==> config.mk <==
export PLATFORM = sky130hd
export DESIGN_NAME = aie_trip_latch_flat
export DESIGN_NICKNAME = d
export VERILOG_FILES = /design/src/rtl/aie_trip_latch_if.sv /design/src/rtl/aie_trip_latch.sv /design/src/flat_wrapper.sv
export SDC_FILE = /design/constraint.sdc
export NUM_CORES = 1
export LEC_CHECK = 0
export ABC_AREA = 1
export BUFFER_PORTS_ARGS = -buffer_cell sky130_fd_sc_hd__buf_2
export CAP_MARGIN = 10
export CORE_UTILIZATION = 45
export DETAILED_ROUTE_END_ITERATION = 8
export PLACE_DENSITY = 0.67
export SLEW_MARGIN = 20
export SYNTH_ARGS = -nofsm -noshare
export SYNTH_HDL_FRONTEND = slang
export SYNTH_SLANG_ARGS = --single-unit
==> constraint.sdc <==
create_clock -name clk -period 7.15 [get_ports clk]
set_clock_uncertainty 0.2 [all_clocks]
set_input_delay 0.715 -clock clk [delete_from_list [all_inputs] [get_ports clk]]
set_output_delay 0.715 -clock clk [all_outputs]
set_load 0.02 [all_outputs]
==> src/rtl/aie_trip_latch_if.sv <==
// Sample/control/status bundle between the limit-check path and the trip latch.
// The master drives samples and controls; the slave (trip latch) returns latched status.
interface aie_trip_latch_if #(
  parameter int CNT_W = 16,
  parameter int TS_W  = 32
);
  logic                    arm_i;
  logic                    clear_i;
  logic                    strobe_i;
  logic                    valid_n_i;
  logic signed [31:0]      pos_i;
  logic        [CNT_W-1:0] debounce_i;
  logic                    trip_o;
  logic                    pending_o;
  logic        [CNT_W-1:0] fault_cnt_o;
  logic signed [31:0]      first_pos_o;
  logic        [TS_W-1:0]  trip_ts_o;
  logic        [1:0]       state_o;

  modport master (
    output arm_i, clear_i, strobe_i, valid_n_i, pos_i, debounce_i,
    input  trip_o, pending_o, fault_cnt_o, first_pos_o, trip_ts_o, state_o
  );

  modport slave (
    input  arm_i, clear_i, strobe_i, valid_n_i, pos_i, debounce_i,
    output trip_o, pending_o, fault_cnt_o, first_pos_o, trip_ts_o, state_o
  );
endinterface

==> src/rtl/aie_trip_latch.sv <==
// Debounced interlock trip latch: N consecutive out-of-limit samples latch a trip
// together with the first-fault position and trip timestamp until software clears it.
module aie_trip_latch #(
  parameter int CNT_W = 16,
  parameter int TS_W  = 32
) (
  input  logic              clk,
  input  logic              reset_n,
  aie_trip_latch_if.slave   bus
);

  typedef enum logic [1:0] {
    S_DISARMED = 2'd0,
    S_ARMED    = 2'd1,
    S_PENDING  = 2'd2,
    S_TRIPPED  = 2'd3
  } state_t;

  state_t                    state;
  logic                      trip;
  logic                      pending;
  logic        [CNT_W-1:0]   fault_cnt;
  logic signed [31:0]        cand_pos;
  logic signed [31:0]        first_pos;
  logic        [TS_W-1:0]    trip_ts;
  logic        [TS_W-1:0]    ts;

  logic        [CNT_W-1:0]   thr;
  logic        [CNT_W-1:0]   cnt_next;
  logic                      fault;

  // A zero threshold would never be reached by a count that starts at 1.
  assign thr      = (bus.debounce_i == '0) ? CNT_W'(1) : bus.debounce_i;
  assign cnt_next = (&fault_cnt) ? fault_cnt : fault_cnt + CNT_W'(1);
  assign fault    = bus.strobe_i && bus.valid_n_i;

  // NOTE: sequential state uses non-blocking assignments so every register
  // samples the pre-edge values, independent of statement order.
  always_ff @(posedge clk or negedge reset_n) begin
    if (!reset_n) begin
      state     <= S_DISARMED;
      trip      <= 1'b0;
      pending   <= 1'b0;
      fault_cnt <= '0;
      cand_pos  <= '0;
      first_pos <= '0;
      trip_ts   <= '0;
      ts        <= '0;
    end else begin
      if (bus.strobe_i) ts <= ts + TS_W'(1);

      // Disarm overrides clear and strobe; capture data stays for readout.
      if (!bus.arm_i) begin
        state     <= S_DISARMED;
        trip      <= 1'b0;
        pending   <= 1'b0;
        fault_cnt <= '0;
      end else begin
        unique case (state)
          S_DISARMED: state <= S_ARMED;
          S_ARMED: begin
            if (fault) begin
              fault_cnt <= CNT_W'(1);
              cand_pos  <= bus.pos_i;
              if (thr == CNT_W'(1)) begin
                state     <= S_TRIPPED;
                trip      <= 1'b1;
                trip_ts   <= ts;
                first_pos <= bus.pos_i;
              end else begin
                state   <= S_PENDING;
                pending <= 1'b1;
              end
            end
          end
          S_PENDING: begin
            if (fault) begin
              fault_cnt <= cnt_next;
              if (cnt_next >= thr) begin
                state     <= S_TRIPPED;
                trip      <= 1'b1;
                pending   <= 1'b0;
                trip_ts   <= ts;
                first_pos <= cand_pos;
              end
            end else if (bus.strobe_i) begin
              state     <= S_ARMED;
              pending   <= 1'b0;
              fault_cnt <= '0;
            end
          end
          S_TRIPPED: begin
            if (bus.clear_i) begin
              state     <= S_ARMED;
              trip      <= 1'b0;
              pending   <= 1'b0;
              fault_cnt <= '0;
            end
          end
          default: state <= S_DISARMED;
        endcase
      end
    end
  end

  assign bus.trip_o      = trip;
  assign bus.pending_o   = pending;
  assign bus.fault_cnt_o = fault_cnt;
  assign bus.first_pos_o = first_pos;
  assign bus.trip_ts_o   = trip_ts;
  assign bus.state_o     = state;

endmodule
==> src/flat_wrapper.sv <==
// flat-port wrapper written by rule: the top's interface ports become plain ports
module aie_trip_latch_flat 
#(
  parameter int CNT_W = 16,
  parameter int TS_W  = 32
)
  (clk, reset_n, bus_arm_i, bus_clear_i, bus_strobe_i, bus_valid_n_i, bus_pos_i, bus_debounce_i, bus_trip_o, bus_pending_o, bus_fault_cnt_o, bus_first_pos_o, bus_trip_ts_o, bus_state_o);
  aie_trip_latch_if #(.CNT_W(CNT_W), .TS_W(TS_W)) bus_i ();
  input  logic clk;
  input  logic reset_n;
  input wire logic [$bits(bus_i.arm_i)-1:0] bus_arm_i;
  input wire logic [$bits(bus_i.clear_i)-1:0] bus_clear_i;
  input wire logic [$bits(bus_i.strobe_i)-1:0] bus_strobe_i;
  input wire logic [$bits(bus_i.valid_n_i)-1:0] bus_valid_n_i;
  input wire logic [$bits(bus_i.pos_i)-1:0] bus_pos_i;
  input wire logic [$bits(bus_i.debounce_i)-1:0] bus_debounce_i;
  output wire logic [$bits(bus_i.trip_o)-1:0] bus_trip_o;
  output wire logic [$bits(bus_i.pending_o)-1:0] bus_pending_o;
  output wire logic [$bits(bus_i.fault_cnt_o)-1:0] bus_fault_cnt_o;
  output wire logic [$bits(bus_i.first_pos_o)-1:0] bus_first_pos_o;
  output wire logic [$bits(bus_i.trip_ts_o)-1:0] bus_trip_ts_o;
  output wire logic [$bits(bus_i.state_o)-1:0] bus_state_o;
  assign bus_i.arm_i = bus_arm_i;
  assign bus_i.clear_i = bus_clear_i;
  assign bus_i.strobe_i = bus_strobe_i;
  assign bus_i.valid_n_i = bus_valid_n_i;
  assign bus_i.pos_i = bus_pos_i;
  assign bus_i.debounce_i = bus_debounce_i;
  assign bus_trip_o = bus_i.trip_o;
  assign bus_pending_o = bus_i.pending_o;
  assign bus_fault_cnt_o = bus_i.fault_cnt_o;
  assign bus_first_pos_o = bus_i.first_pos_o;
  assign bus_trip_ts_o = bus_i.trip_ts_o;
  assign bus_state_o = bus_i.state_o;
  aie_trip_latch #(.CNT_W(CNT_W), .TS_W(TS_W)) u_core (.clk(clk), .reset_n(reset_n), .bus(bus_i));
endmodule
==> flow_metrics.tcl <==
set metrics [dict create \
    path_clk_slew_ps 60 \
    end_kind "flip-flop" \
    gp_congestion 0.865 \
    slowest_delay_ps 720 \
    postSynthAreaPerCell_um2 8.29 \
    synth_compound_area_share_pct 6.73 \
    hpwl_um 12500 \
    drt_wl_total_um 18600 \
    maxCapViolCount 0 \
    utilization_pct 53.2 \
    yosys.area_share.simple_pct 28.8 \
    final_common_cell "nand2_1" \
    ioPinCount 138 \
    ys_warn_count 0 \
    fmax_mhz 209 \
    cts_hold_buffers 0 \
    crit_type "reg -> reg" \
    num_rows 48 \
    rr_startpoint "u_core.bus.fault_cnt_o[0]" \
    cp.depth 23 \
    die_h_um 135 \
    reg2reg_setup_slack_ps 2380 \
    stdcell_count 1311 \
    syn_nets 1033 \
    cts_resized 0 \
    cts_num_sinks 148 \
    drtPass1Iterations 5 \
    finalWorstSetupSlack_ps 2380 \
    dpl-instance-area_mm2 0.00859 \
    fin_crit_sh_pct 66.8 \
    ir_drop_mv 0.205 \
    synth_top_family_by_area "simple AND/OR/NAND/NOR gates" \
    synth_edf_count 0 \
    post_synth_fa_ha_maj_area_fraction_pct 3.31 \
    final_layout_size_suffix_gt1_share_pct 20.3 \
    clock_path_buffers 2 \
    dominantRegCellSynth "dfrtp_1" \
    ant_nets 0 \
    cp_top_family "simple AND/OR/NAND/NOR gates" \
    vias 6613 \
    hold_class "in -> async" \
    fin_crit_ps 4770 \
    rsz0062_at_grt "no" \
    synth_cell_types 39 \
    cts_tree "done" \
    synth.area.mux_share_pct 0 \
    setup_violations 0 \
    mostFrequentLayoutCells "nand2_1, dfrtp_1, buf_2, inv_1, nand4_1" \
    remaining_drc_errors 0 \
    reg2reg_depth 23 \
    fin_area_mm2 0.00920 \
    synth-xor-area-share_pct 4.74 \
    h-tree-depth 4 \
    cp-start-kind "flip-flop" \
    cts_setup_buffers 0 \
    finalSetupTns_ps 0 \
    worst-path-buf-inv 3 \
    core_area_mm2 0.0173 \
    ys_seq_area_share_pct 46.6 \
    cp.arrival_ps 4880 \
    port_buffers 137 \
    nNetsFinal 1148 \
    grt_usage_pct 21.9 \
    grt_max_degree 90 \
    cts-buffers-inserted 17 \
    grt_pass1_wl_um 31200 \
    worstMarginPinSlew_ps 916 \
    slew_viol_final 0 \
    die_area_mm2 0.0182 \
    cts_root_buffer "clkbuf_16" \
    power.leakage_nw 4.96 \
    power_mw 3.17 \
    netlist_area_mm2 0.00794 \
    worstPathCellList "ha_1 -> nand2_1 -> nor2_1 -> nand2_1 -> nor2_4 -> inv_2 -> o21ai_0 -> inv_1 -> ha_1 -> nand2_1 -> nand2_1 -> nand2_1 -> nand2_1 -> nand2_1 -> nand2_1 -> nand2_1 -> nand2_1 -> nand2_1 -> nand2_2 -> buf_4 -> nand3_4 -> nand2_1 -> nand2_1" \
    ys_async_sr_fraction_pct 100 \
    whs_ps 140 \
    grt_pass1_vias 6326 \
    start_util_pct 45.9 \
    syn_inst 958 \
    hold_viol 0 \
    reg2reg_to "u_core.bus.trip_ts_o[3]" \
    antenna_found_initial 0 \
    clk_latency_ps 430 \
    via_per_inst 5.04 \
    cp_slowest_cell "nand3_4" \
    cp_common_cell "nand2_1" \
    drt_iter0_markers 317 \
    outcome "complete, no violations" \
    relSlewSlack_pct 38.5 \
    critPathMaxFanout 65 \
    grt_overflow 0 \
    worstPathRequired_ps 7250 \
    area_delta_synth_final_pct 15.9 \
    synth_area_leaders "dfrtp_1, nand2_1, nand4_1" \
    place_inst 1279 \
    synth-seq-cells 148 \
    num_antenna_cells 0 \
    yosys.area.top_type "dfrtp_1" \
    fp.dieW_um 135 \
    post_drt_wl_per_cell_um 14.2 \
    place_ws_ps 2400 \
    powerDensity_mw_per_mm2 344 \
    synth_top_cell_area_share_pct 46.6 \
]
layout make-up:
class	count	area, um^2
clock buffer	20	457
timing repair buffer	141	722
clock inverter	12	154
fill	1673	8090
sequential	148	3700
multi-input combinational	657	3480
tap	225	282
inverter	108	408
synthesized netlist by cell type (10+ instances only):
library cell and n:
nor2_1 58, nand2_1 284, xor2_1 31, xnor2_1 12, clkbuf_1 13, nand4_1 81
nor3_1 10, ha_1 21, o21ai_0 60, buf_2 15, nand3_1 15, a21oi_1 25
nand2_2 15, inv_1 102, dfrtp_1 148
report_power, final:
part	internal (mW)	total, mW	leakage (nW)	switching, mW
logic	0.305	1.00	2.78	0.695
clock network	0.567	0.920	0.292	0.353
registers	1.09	1.25	1.89	0.159
total	1.96	3.17	4.96	1.21
worst max-delay path by stage:
stage                              start                    endpoint  slack, ps
4_1_cts        u_core.bus.fault_cnt_o[0]  u_core.bus.first_pos_o[23]       2380
6_report       u_core.bus.fault_cnt_o[0]     u_core.bus.trip_ts_o[3]       2380
3_5_place_dp   u_core.bus.fault_cnt_o[0]    u_core.bus.trip_ts_o[28]       2400
5_1_grt        u_core.bus.fault_cnt_o[0]    u_core.bus.trip_ts_o[31]       1880
2_1_floorplan  u_core.bus.fault_cnt_o[0]     u_core.bus.trip_ts_o[2]       4010
3_3_place_gp   u_core.bus.fault_cnt_o[0]    u_core.bus.trip_ts_o[12]       2530
registers in the layout (all words and copies together) (netlist names):
| signal | count |
|---|---|
| u_core.bus.fault_cnt_o | 16 |
| u_core.bus.first_pos_o | 32 |
| u_core.bus.pending_o | 1 |
| u_core.bus.state_o | 2 |
| u_core.bus.trip_o | 1 |
| u_core.bus.trip_ts_o | 32 |
| u_core.cand_pos | 32 |
| u_core.ts | 32 |
kinds of logic (layout without fill, tap and decap cells):
kind of cell	Yosys count	after routing
and+or+nand+nor	491	491
buffers and inverters	153	281
DFF	148	148
AOI/OAI and AO/OA	102	102
xor gates and xnor gates	43	43
adders and majority gates	21	21
routing by layer:
metal	vias up	global-route usage, %	share of wire, %
met5	-	0	0
met4	0	8.61	2.0
met3	29	4.28	4.3
met2	146	34.6	46
met1	3106	29.6	47
li1	3332	-	-
Note: power is estimated with default switching activity, not from simulation.
